$ cat src/rtl/mem_arbiter_pkg.sv
// Shared definitions for the memory arbiter slice.
// Holds the default geometry of the shared data memory and the
// arbiter FSM state type.
package mp_mem_pkg;

    localparam int unsigned DEF_NUM_REQ    = 4;
    localparam int unsigned DEF_ADDR_WIDTH = 11;
    localparam int unsigned DEF_DATA_WIDTH = 8;
    localparam int unsigned DEF_TIMEOUT    = 16;

    typedef enum logic [1:0] {
        IDLE    = 2'd0,
        ISSUE   = 2'd1,
        WAIT_RD = 2'd2,
        RESP    = 2'd3
    } arb_state_e;

endpackage

$ cat src/rtl/mem_arbiter_if.sv
// Bus bundle between the processor ports, the arbiter and the memory.
//   req_valid/req_we/req_addr/req_wdata : per-port requests (packed, port i
//                                          at [i*W +: W])
//   req_ready                           : one-hot accept
//   rsp_valid/rsp_rdata/rsp_err         : one-hot response pulse + payload
//   mem_read_en/mem_write_en/mem_addr/
//   mem_data_in                         : memory input pins
//   mem_data_out/mem_valid_out          : memory read return
// Modports: master = arbiter view (drives memory pins and responses),
//           slave  = environment view (processors + memory).
interface mem_arbiter_if
    import mp_mem_pkg::*;
#(
    parameter int unsigned NUM_REQ    = DEF_NUM_REQ,
    parameter int unsigned ADDR_WIDTH = DEF_ADDR_WIDTH,
    parameter int unsigned DATA_WIDTH = DEF_DATA_WIDTH
);

    logic [NUM_REQ-1:0]            req_valid;
    logic [NUM_REQ-1:0]            req_we;
    logic [NUM_REQ*ADDR_WIDTH-1:0] req_addr;
    logic [NUM_REQ*DATA_WIDTH-1:0] req_wdata;
    logic [NUM_REQ-1:0]            req_ready;
    logic [NUM_REQ-1:0]            rsp_valid;
    logic [DATA_WIDTH-1:0]         rsp_rdata;
    logic                          rsp_err;
    logic                          mem_read_en;
    logic                          mem_write_en;
    logic [ADDR_WIDTH-1:0]         mem_addr;
    logic [DATA_WIDTH-1:0]         mem_data_in;
    logic [DATA_WIDTH-1:0]         mem_data_out;
    logic                          mem_valid_out;

    modport master (
        input  req_valid, req_we, req_addr, req_wdata,
        input  mem_data_out, mem_valid_out,
        output req_ready, rsp_valid, rsp_rdata, rsp_err,
        output mem_read_en, mem_write_en, mem_addr, mem_data_in
    );

    modport slave (
        output req_valid, req_we, req_addr, req_wdata,
        output mem_data_out, mem_valid_out,
        input  req_ready, rsp_valid, rsp_rdata, rsp_err,
        input  mem_read_en, mem_write_en, mem_addr, mem_data_in
    );

endinterface

$ cat src/rtl/mem_arbiter_rr_arbiter.sv
// Combinational round-robin select.
//   req     : request vector
//   ptr     : highest-priority index; search runs upward from it with wrap
//   gnt     : one-hot grant (zero when no request)
//   gnt_idx : binary index of the grant (zero when no request)
module rr_arbiter #(
    parameter int unsigned NUM_REQ = 4
)(
    input  logic [NUM_REQ-1:0]         req,
    input  logic [$clog2(NUM_REQ)-1:0] ptr,
    output logic [NUM_REQ-1:0]         gnt,
    output logic [$clog2(NUM_REQ)-1:0] gnt_idx
);

    localparam int unsigned PW = $clog2(NUM_REQ);

    int unsigned idx;
    logic        found;

    always_comb begin
        gnt     = '0;
        gnt_idx = '0;
        found   = 1'b0;
        idx     = 0;
        for (int unsigned i = 0; i < NUM_REQ; i++) begin
            idx = (32'(ptr) + i) % NUM_REQ;
            if (!found && req[idx]) begin
                found     = 1'b1;
                gnt[idx]  = 1'b1;
                gnt_idx   = PW'(idx);
            end
        end
    end

endmodule

$ cat src/rtl/mem_arbiter.sv
// Round-robin arbiter and sequencer for the shared single-port data memory.
// One transaction at a time: accept a request, strobe the memory for one
// cycle, wait for read data (bounded by TIMEOUT), then pulse a response to
// the owning port.
//   clk     : system clock, posedge
//   reset_n : asynchronous active-low reset
//   bus     : master view of mem_arbiter_if (requests, responses, memory pins)
module mem_arbiter
    import mp_mem_pkg::*;
#(
    parameter int unsigned NUM_REQ    = DEF_NUM_REQ,
    parameter int unsigned ADDR_WIDTH = DEF_ADDR_WIDTH,
    parameter int unsigned DATA_WIDTH = DEF_DATA_WIDTH,
    parameter int unsigned TIMEOUT    = DEF_TIMEOUT
)(
    input  logic          clk,
    input  logic          reset_n,
    mem_arbiter_if.master bus
);

    localparam int unsigned PW = $clog2(NUM_REQ);
    localparam int unsigned CW = $clog2(TIMEOUT + 1);

    arb_state_e              state_q;
    logic [PW-1:0]           ptr_q;
    logic [NUM_REQ-1:0]      owner_q;
    logic                    we_q;
    logic [ADDR_WIDTH-1:0]   addr_q;
    logic [DATA_WIDTH-1:0]   wdata_q;
    logic [DATA_WIDTH-1:0]   rdata_q;
    logic                    err_q;
    logic [CW-1:0]           cnt_q;

    logic [NUM_REQ-1:0]      gnt;
    logic [PW-1:0]           gnt_idx;
    logic                    accept;
    logic                    sel_we;
    logic [ADDR_WIDTH-1:0]   sel_addr;
    logic [DATA_WIDTH-1:0]   sel_wdata;

    rr_arbiter #(
        .NUM_REQ (NUM_REQ)
    ) u_rr (
        .req     (bus.req_valid),
        .ptr     (ptr_q),
        .gnt     (gnt),
        .gnt_idx (gnt_idx)
    );

    // Payload of the granted port.
    always_comb begin
        sel_we    = 1'b0;
        sel_addr  = '0;
        sel_wdata = '0;
        for (int unsigned i = 0; i < NUM_REQ; i++) begin
            if (gnt_idx == PW'(i)) begin
                sel_we    = bus.req_we[i];
                sel_addr  = bus.req_addr[i*ADDR_WIDTH +: ADDR_WIDTH];
                sel_wdata = bus.req_wdata[i*DATA_WIDTH +: DATA_WIDTH];
            end
        end
    end

    assign accept = (state_q == IDLE) && (|gnt);

    always_ff @(posedge clk or negedge reset_n) begin
        if (!reset_n) begin
            state_q <= IDLE;
            ptr_q   <= '0;
            owner_q <= '0;
            we_q    <= 1'b0;
            addr_q  <= '0;
            wdata_q <= '0;
            rdata_q <= '0;
            err_q   <= 1'b0;
            cnt_q   <= '0;
        end else begin
            case (state_q)
                IDLE: begin
                    if (accept) begin
                        owner_q <= gnt;
                        we_q    <= sel_we;
                        addr_q  <= sel_addr;
                        wdata_q <= sel_wdata;
                        // Writes respond with zero data and no error.
                        rdata_q <= '0;
                        err_q   <= 1'b0;
                        ptr_q   <= (gnt_idx == PW'(NUM_REQ - 1)) ? '0 : gnt_idx + PW'(1);
                        state_q <= ISSUE;
                    end
                end
                ISSUE: begin
                    cnt_q   <= '0;
                    state_q <= we_q ? RESP : WAIT_RD;
                end
                WAIT_RD: begin
                    if (bus.mem_valid_out) begin
                        rdata_q <= bus.mem_data_out;
                        err_q   <= 1'b0;
                        state_q <= RESP;
                    end else if (cnt_q == CW'(TIMEOUT - 1)) begin
                        // cnt_q counts completed wait cycles, so this is the
                        // TIMEOUT-th cycle spent here without valid data.
                        rdata_q <= '0;
                        err_q   <= 1'b1;
                        state_q <= RESP;
                    end else if (cnt_q != '1) begin
                        cnt_q <= cnt_q + CW'(1);
                    end
                end
                RESP: begin
                    state_q <= IDLE;
                end
                default: begin
                    state_q <= IDLE;
                end
            endcase
        end
    end

    always_comb begin
        bus.req_ready    = (state_q == IDLE) ? gnt : '0;
        bus.rsp_valid    = (state_q == RESP) ? owner_q : '0;
        bus.rsp_rdata    = (state_q == RESP) ? rdata_q : '0;
        bus.rsp_err      = (state_q == RESP) && err_q;
        bus.mem_read_en  = (state_q == ISSUE) && !we_q;
        bus.mem_write_en = (state_q == ISSUE) && we_q;
        bus.mem_addr     = addr_q;
        bus.mem_data_in  = wdata_q;
    end

endmodule

$ cat src/flat_wrapper.sv
// flat-port wrapper written by rule: the top's interface ports become plain ports
module mem_arbiter_flat import mp_mem_pkg::*;
#(
    parameter int unsigned NUM_REQ    = DEF_NUM_REQ,
    parameter int unsigned ADDR_WIDTH = DEF_ADDR_WIDTH,
    parameter int unsigned DATA_WIDTH = DEF_DATA_WIDTH,
    parameter int unsigned TIMEOUT    = DEF_TIMEOUT
)
  (clk, reset_n, bus_req_valid, bus_req_we, bus_req_addr, bus_req_wdata, bus_mem_data_out, bus_mem_valid_out, bus_req_ready, bus_rsp_valid, bus_rsp_rdata, bus_rsp_err, bus_mem_read_en, bus_mem_write_en, bus_mem_addr, bus_mem_data_in);
  mem_arbiter_if #(.NUM_REQ(NUM_REQ), .ADDR_WIDTH(ADDR_WIDTH), .DATA_WIDTH(DATA_WIDTH)) bus_i ();
  input  logic clk;
  input  logic reset_n;
  input wire logic [$bits(bus_i.req_valid)-1:0] bus_req_valid;
  input wire logic [$bits(bus_i.req_we)-1:0] bus_req_we;
  input wire logic [$bits(bus_i.req_addr)-1:0] bus_req_addr;
  input wire logic [$bits(bus_i.req_wdata)-1:0] bus_req_wdata;
  input wire logic [$bits(bus_i.mem_data_out)-1:0] bus_mem_data_out;
  input wire logic [$bits(bus_i.mem_valid_out)-1:0] bus_mem_valid_out;
  output wire logic [$bits(bus_i.req_ready)-1:0] bus_req_ready;
  output wire logic [$bits(bus_i.rsp_valid)-1:0] bus_rsp_valid;
  output wire logic [$bits(bus_i.rsp_rdata)-1:0] bus_rsp_rdata;
  output wire logic [$bits(bus_i.rsp_err)-1:0] bus_rsp_err;
  output wire logic [$bits(bus_i.mem_read_en)-1:0] bus_mem_read_en;
  output wire logic [$bits(bus_i.mem_write_en)-1:0] bus_mem_write_en;
  output wire logic [$bits(bus_i.mem_addr)-1:0] bus_mem_addr;
  output wire logic [$bits(bus_i.mem_data_in)-1:0] bus_mem_data_in;
  assign bus_i.req_valid = bus_req_valid;
  assign bus_i.req_we = bus_req_we;
  assign bus_i.req_addr = bus_req_addr;
  assign bus_i.req_wdata = bus_req_wdata;
  assign bus_i.mem_data_out = bus_mem_data_out;
  assign bus_i.mem_valid_out = bus_mem_valid_out;
  assign bus_req_ready = bus_i.req_ready;
  assign bus_rsp_valid = bus_i.rsp_valid;
  assign bus_rsp_rdata = bus_i.rsp_rdata;
  assign bus_rsp_err = bus_i.rsp_err;
  assign bus_mem_read_en = bus_i.mem_read_en;
  assign bus_mem_write_en = bus_i.mem_write_en;
  assign bus_mem_addr = bus_i.mem_addr;
  assign bus_mem_data_in = bus_i.mem_data_in;
  mem_arbiter #(.NUM_REQ(NUM_REQ), .ADDR_WIDTH(ADDR_WIDTH), .DATA_WIDTH(DATA_WIDTH), .TIMEOUT(TIMEOUT)) u_core (.clk(clk), .reset_n(reset_n), .bus(bus_i));
endmodule
$ cat config.mk
export PLATFORM = sky130hd
export DESIGN_NAME = mem_arbiter_flat
export DESIGN_NICKNAME = d
export VERILOG_FILES = /design/src/rtl/mem_arbiter_pkg.sv /design/src/rtl/mem_arbiter_if.sv /design/src/rtl/mem_arbiter_rr_arbiter.sv /design/src/rtl/mem_arbiter.sv /design/src/flat_wrapper.sv
export SDC_FILE = /design/constraint.sdc
export NUM_CORES = 1
export LEC_CHECK = 0
export CAP_MARGIN = 0
export CORE_MARGIN = 3
export CORE_UTILIZATION = 43
export DETAILED_ROUTE_END_ITERATION = 10
export GPL_TIMING_DRIVEN = 0
export PLACE_DENSITY = 0.82
export REMOVE_ABC_BUFFERS = 1
export SYNTH_ARGS = -nofsm -noshare
export SYNTH_HDL_FRONTEND = slang
export SYNTH_SLANG_ARGS = --single-unit
$ cat constraint.sdc
create_clock -name clk -period 5.2 [get_ports clk]
set_clock_uncertainty 0.15 [all_clocks]
set_input_delay 0.78 -clock clk [delete_from_list [all_inputs] [get_ports clk]]
set_output_delay 0.78 -clock clk [all_outputs]
set_load 0.005 [all_outputs]
==> run summary, run 1 <==
Outcome
• **outcome** finished clean

Route
• **total detailed-routing wirelength** 8200 um
• **antenna-violating nets left** 0
• **via count** 2,998
• **post-detailed-route wirelength per cell** 14.3 um
• **post-DR vias/cell** 5.21
• **number of DRC violations after detailed-routing iteration 0** 145
• **Pre-Repair DR Iteration Count** 4
• **number of remaining DRC errors** 0

Run
• **MaxCap Viol Count** 0

Worst setup path
• **Req. time, crit path** 4.27 ns
• **worst-path fanout max** 13
• **FF-to-FF setup slack** 0.32 ns
• **WP data arrival** 3.98 ns
• **kind of launch point of the worst setup path** flop
• **Reg2Reg Depth** 16
• **worst setup path category** flop to output port
• **endpoint class of the critical path** output port
• **worst r2r src** u_core.ptr_q[0]
• **endpoint of the worst-slack reg-to-reg timing path** u_core.bus.mem_data_in[4]

Clock network
• **total clock sinks** 42
• **number of buffers added to fix hold violations after cts** 0
• **library cell used as clock root buffer** sky130_fd_sc_hd__clkbuf_8
• **number of buffers inserted during clock tree synthesis** 5
• **clk_lat worst skew** 0.29 ns
• **clock input transition at the sequential cells of the worst setup and hold paths** 0.09 ns
• **CTS H-tree lvls** 2
• **clock tree from TritonCTS** built
• **maximum buffer depth of the clock tree** 2

Worst hold path
• **Hold/Removal Path Class** input port to asynchronous set/reset pin

STA
• **final worst path period share** 0.943
• **Slew @ Worst Pin** 0.823 ns
• **setup slack after layout** 0.294 ns
• **final setup violation count** 0
• **aggregate negative setup slack** 0 ns
• **Hold Fails Final Rpt** 0
• **slew margin rel.** 0.451
• **Max Transition Viols Final** 0
• **clock period minus worst slack** 4.91 ns
• **Fmax achieved** 204 MHz

Logic synthesis
• **adder and majority cell fraction of the synthesized area** 0.0706
• **mean post-synth cell area** 8.35 sq um
• **Synth Area in Compound Gates** 0.221
• **share of cell area taken by muxes after synthesis** 0.0697
• **largest family of logic cells by synthesized area** simple AND/OR/NAND/NOR gates
• **Synth area leaders** sky130_fd_sc_hd__dfrtp_1, sky130_fd_sc_hd__a21oi_1, sky130_fd_sc_hd__ha_1, sky130_fd_sc_hd__nor2_1, sky130_fd_sc_hd__a22oi_1
• **netlist area before placement** 3010 sq um
• **number of distinct library cells after synthesis** 47
• **Yosys top cell area share** 0.349
• **part of the Yosys area used for sequential elements** 0.349
• **flops & latches, synth** 42
• **Synth Instances** 361
• **post-synthesis async set-or-reset flop share** 1.00
• **Post-Synth Simple-Gate Area** 0.233
• **xor/xnor cell area share of the yosys netlist** 0.00581
• **number of flops mapped to enable cells by yosys** 0
• **total number of yosys warnings** 0
• **most area-hungry cell type in the Yosys netlist** sky130_fd_sc_hd__dfrtp_1
• **leading register cell type out of synthesis** sky130_fd_sc_hd__dfrtp_1

Finish
• **number of antenna diodes** 0
• **area of the multi-input gates** 1830 sq um
• **Design Area, Final** 4580 sq um
• **total area of sequential cells** 1050 sq um
• **share of post-route cells with drive strength above 1** 0.0726
• **top library cells by usage in the layout, fill and taps aside** sky130_fd_sc_hd__clkdlybuf4s50_1, sky130_fd_sc_hd__nor2_1, sky130_fd_sc_hd__a21oi_1, sky130_fd_sc_hd__dfrtp_1, sky130_fd_sc_hd__nand2_1
• **area grow syn2layout** 51.8%
• **commonest non-fill, non-tap cell in the layout** sky130_fd_sc_hd__clkdlybuf4s50_1
• **Filler cells** 559
• **post-route insts no fill** 575
• **Post-layout nets** 593

Placement
• **# port buffers** 132
• **final RePlAce weighted congestion** 0.835
• **area of placed instances** 4400 sq um
• **worst setup slack after placement** -0.331 ns
• **placed wire-length estimate** 6350 um
• **placed cells** 566

Floorplanning
• **CORE AREA** 6570 sq um
• **die area** 8050 sq um
• **floorplan row count** 29
• **DIE WIDTH** 89.7 um
• **DIE HEIGHT** 89.7 um
• **Initial Utilization** 0.459
• **ports placed on the boundary** 133

Power
• **power density of the placed cells** 541 nW/um^2
• **Pwr Total** 2.47 mW
• **Leak** 2.02 nW
• **maximum vdd ir drop** 0.336 mV

GRT
• **antenna violations before repair** 0
• **largest net degree at the start of global routing** 41
• **global-route usage over all layers** 0.197
• **global-route wire length before repair** 13,500 um
• **vias in the first global route** 2,896
• **remaining global-route overflow** 0

## metal layers
metal  wire length, um  up-vias  GRT usage
met3               670       10     0.0609
li1                  -     1509          -
met5                 0        -          0
met2              4080      114      0.348
met4                95        0     0.0421
met1              3360     1365      0.237
## metrics by stage
stage | hold slack, ns | utilization
floorplan | 0.291 | -
global placement | 0.301 | 0.661
detailed placement | 0.309 | 0.670
CTS | 0.122 | 0.692
global route | 0.123 | 0.697
finish | 0.127 | 0.697
## cells by family after synthesis
| group | count (synthesis) |
|---|---|
| muxes | 16 |
| adders and majority gates | 17 |
| xor gates and xnor gates | 2 |
| DFF | 42 |
| AOI/OAI and AO/OA | 110 |
| and+or+nand+nor | 137 |
| buffers and inverters | 37 |
## synthesized netlist by cell type (3+ instances only)
master                     instances
sky130_fd_sc_hd__nand3_1           3
sky130_fd_sc_hd__nor3b_1           3
sky130_fd_sc_hd__o21ai_0          26
sky130_fd_sc_hd__nand3b_1          3
sky130_fd_sc_hd__mux2_2           10
sky130_fd_sc_hd__nor2b_1           7
sky130_fd_sc_hd__nor3_1            3
sky130_fd_sc_hd__buf_2             5
sky130_fd_sc_hd__mux4_2            3
sky130_fd_sc_hd__buf_1             3
sky130_fd_sc_hd__and3_1            9
sky130_fd_sc_hd__dfrtp_1          42
sky130_fd_sc_hd__mux2i_1           3
sky130_fd_sc_hd__a22oi_1          20
sky130_fd_sc_hd__ha_1             17
sky130_fd_sc_hd__clkbuf_1         16
sky130_fd_sc_hd__nand2_1          30
sky130_fd_sc_hd__nor2_1           45
sky130_fd_sc_hd__a21o_1            5
sky130_fd_sc_hd__nand2b_1          6
sky130_fd_sc_hd__inv_1            12
sky130_fd_sc_hd__a21oi_1          43
sky130_fd_sc_hd__and2_1           18
## how the worst max path moves through the flow
| stage | from | end | slack (ns) | depth (start not counted) |
|---|---|---|---|---|
| 2_1_floorplan | u_core.ptr_q[0] | u_core.bus.mem_addr[0] | -1.19 | 8 |
| 3_3_place_gp | bus_req_valid[1] | u_core.bus.mem_addr[8] | -3.40 | 7 |
| 3_5_place_dp | bus_req_valid[2] | u_core.bus.mem_addr[6] | -0.33 | 15 |
| 4_1_cts | u_core.ptr_q[0] | u_core.bus.mem_addr[6] | 0.14 | 16 |
| 5_1_grt | u_core.ptr_q[0] | u_core.we_q | -0.007 | 16 |
| 6_report | u_core.ptr_q[0] | bus_req_ready[1] | 0.29 | 8 |
## where the power goes
group	switching, mW	total (mW)	internal (mW)
clock	0.115	0.320	0.205
combinational	0.854	1.61	0.758
sequential	0.0881	0.542	0.454
## critical path: stages (launching register included)
cell                              delay, ns
sky130_fd_sc_hd__dfrtp_1               0.63
sky130_fd_sc_hd__inv_1                 0.25
sky130_fd_sc_hd__ha_1                  0.54
sky130_fd_sc_hd__mux4_2                0.67
sky130_fd_sc_hd__or4b_1                0.56
sky130_fd_sc_hd__a22oi_1               0.22
sky130_fd_sc_hd__a21o_1                0.15
sky130_fd_sc_hd__and2_1                0.15
sky130_fd_sc_hd__clkdlybuf4s50_1       0.50
## registers in the layout, indices dropped and copies added, names as in the netlist
register                cells
u_core.bus.mem_addr        11
u_core.bus.mem_data_in      8
u_core.cnt_q                5
u_core.err_q                1
u_core.owner_q              4
u_core.ptr_q                2
u_core.rdata_q              8
u_core.state_q              2
u_core.we_q                 1
## area by class of cell
class                      instances  share of cell area
sequential                        42               0.230
timing repair buffer             138               0.304
clock buffer                       6              0.0180
tap                               93              0.0254
inverter                          12             0.00984
multi-input combinational        282               0.400
clock inverter                     2              0.0131
## what timing repair did
action / CTS / global route
setup endpoints to repair: 19 / 19
resized for setup: 1 / 1
pin swaps: 0 / 0
buffers inserted: 0 / 1
(Power assumes the default switching activity.)
==> run 2: changes to the inputs <==
--- a/config.mk
+++ b/config.mk
@@ -11,6 +11,7 @@
 export DETAILED_ROUTE_END_ITERATION = 10
 export GPL_TIMING_DRIVEN = 0
 export PLACE_DENSITY = 0.82
+export RECOVER_POWER = 50
 export REMOVE_ABC_BUFFERS = 1
 export SYNTH_ARGS = -nofsm -noshare
 export SYNTH_HDL_FRONTEND = slang
==> run summary, run 2 (synthesis gave the netlist of run 1 again) <==
STA
• **slew margin rel.** -0.404
• **Fmax achieved** 203 MHz
• **Hold Fails Final Rpt** 0
• **final setup violation count** 0
• **Slew @ Worst Pin** 2.11 ns
• **final worst path period share** 0.949
• **clock period minus worst slack** 4.93 ns
• **final worst hold slack** 0.121 ns
• **Max Transition Viols Final** 41

Finish
• **top library cells by usage in the layout, fill and taps aside** sky130_fd_sc_hd__clkdlybuf4s50_1, sky130_fd_sc_hd__nor2_1, sky130_fd_sc_hd__a21oi_1, sky130_fd_sc_hd__dfrtp_1, sky130_fd_sc_hd__nand2_1
• **commonest non-fill, non-tap cell in the layout** sky130_fd_sc_hd__clkdlybuf4s50_1
• **number of antenna diodes** 0
• **final cell utilization of the core** 0.694
• **flip-flop count of the largest register, all copies and words added** 11
• **share of post-route cells with drive strength above 1** 0.0685
• **area grow syn2layout** 51.2%
• **Post-layout nets** 593
• **post-route insts no fill** 575

Clock network
• **library cell used as clock root buffer** sky130_fd_sc_hd__clkbuf_8
• **CTS H-tree lvls** 2
• **clk_lat worst skew** 0.29 ns
• **clock tree from TritonCTS** built
• **number of buffers inserted during clock tree synthesis** 5
• **total clock sinks** 42
• **maximum buffer depth of the clock tree** 2
• **clock input transition at the sequential cells of the worst setup and hold paths** 0.09 ns

GRT
• **global-route wire length before repair** 13,500 um
• **antenna violations before repair** 0
• **largest net degree at the start of global routing** 41
• **global-route usage over all layers** 0.197
• **vias in the first global route** 2,896
• **remaining global-route overflow** 0

Worst setup path
• **WP data arrival** 4.00 ns
• **cell with the largest stage delay on the worst path** sky130_fd_sc_hd__mux4_2
• **peak per-stage delay on the critical path** 0.68 ns
• **Req. time, crit path** 4.27 ns
• **Crit path buffers/inverters** 2
• **worst-path fanout max** 13
• **worst setup path category** flop to output port
• **list of cells traversed by the critical path** inv_1 -> ha_1 -> mux4_2 -> or4b_1 -> a22oi_1 -> a21o_1 -> and2_1 -> clkdlybuf4s50_1
• **kind of cell adding the most delay to the critical path** buffers and inverters
• **endpoint class of the critical path** output port
• **kind of launch point of the worst setup path** flop

Placement
• **placed wire-length estimate** 6350 um
• **# port buffers** 132
• **final RePlAce weighted congestion** 0.835
• **placed cells** 566

Floorplanning
• **DIE HEIGHT** 89.7 um
• **die area** 8050 sq um
• **CORE AREA** 6570 sq um
• **floorplan row count** 29
• **Initial Utilization** 0.459
• **DIE WIDTH** 89.7 um
• **ports placed on the boundary** 133

Route
• **antenna-violating nets left** 0
• **total detailed-routing wirelength** 8230 um
• **number of DRC violations after detailed-routing iteration 0** 118
• **number of remaining DRC errors** 0
• **Pre-Repair DR Iteration Count** 4
• **post-detailed-route wirelength per cell** 14.3 um
• **post-DR vias/cell** 5.21
• **via count** 2,995

Power
• **Leak** 2.04 nW
• **power density of the placed cells** 538 nW/um^2
• **maximum vdd ir drop** 0.334 mV

Run
• **MaxCap Viol Count** 1

Outcome
• **outcome** finished with violations
• **failing checks** max-capacitance violations, max-slew violations

Worst hold path
• **Hold/Removal Path Class** input port to asynchronous set/reset pin

## run 2: changes by cell type in the layout (fill, tap and decap cells not counted), sizes merged
cell,before,now
clkdlybuf4s50,131,113
dlygate4sd3,0,18
buf,7,5
clkbuf,6,8
## run 2: final cells by class
cell class              count  area [sq um]
repair buffers            138          1370
flip-flops and latches     42          1050
inverters                  12          45.0
fillers                   560          2010
clock buffers               6          82.6
multi-input cells         282          1830
clock inverters             2          60.1
well taps                  93           116
## run 2: where the power goes
group | switching [mW] | leakage [nW] | internal, mW | total [mW]
registers | 0.0868 | 0.548 | 0.454 | 0.541
logic | 0.854 | 1.42 | 0.737 | 1.59
clock network | 0.116 | 0.0714 | 0.205 | 0.321
## run 2: final timing paths
| path | start | end | slack [ns] | cells past startpoint |
|---|---|---|---|---|
| worst max-delay path | u_core.ptr_q[0] | bus_req_ready[1] | 0.27 | 8 |
| worst min-delay path | reset_n | u_core.rdata_q[0] | 0.12 | 1 |
| worst max register to register | u_core.ptr_q[0] | u_core.bus.mem_data_in[4] | 0.29 | 16 |
| worst min register to register | u_core.owner_q[0] | u_core.owner_q[0] | 0.32 | 1 |
| max in group asynchronous | reset_n | u_core.state_q[0] | 2.56 | 2 |
| min in group clk | u_core.owner_q[0] | u_core.owner_q[0] | 0.32 | 1 |
## run 2: metal layers
layer | share of wire | up-vias | GRT usage
met4 | 0.012 | 0 | 0.0421
met3 | 0.081 | 10 | 0.0609
met5 | 0 | - | 0
li1 | - | 1511 | -
met2 | 0.49 | 115 | 0.348
met1 | 0.41 | 1359 | 0.237
## run 2: through the flow
| stage | instance area, sq um | setup TNS [ns] | setup WS (ns) | power (mW) |
|---|---|---|---|---|
| 2_1_floorplan | 2910 | -29.72 | -1.19 | 1.55 |
| 3_3_place_gp | 4340 | -85.91 | -3.40 | 2.03 |
| 3_5_place_dp | 4400 | -3.74 | -0.331 | 2.12 |
| 4_1_cts | 4550 | 0 | 0.145 | 2.45 |
| 5_1_grt | 4560 | -0.00728 | -0.00714 | 2.69 |
| 6_report | 4560 | 0 | 0.266 | 2.45 |
## run 2: timing repair
| item | in CTS | in global routing |
|---|---|---|
| cloned | 0 | 0 |
| buffers inserted | 0 | 1 |
| gates resized for setup | 1 | 1 |
| hold endpoints to repair | 0 | 0 |
| hold buffers | 0 | 0 |
| endpoints found under the setup margin | 19 | 19 |
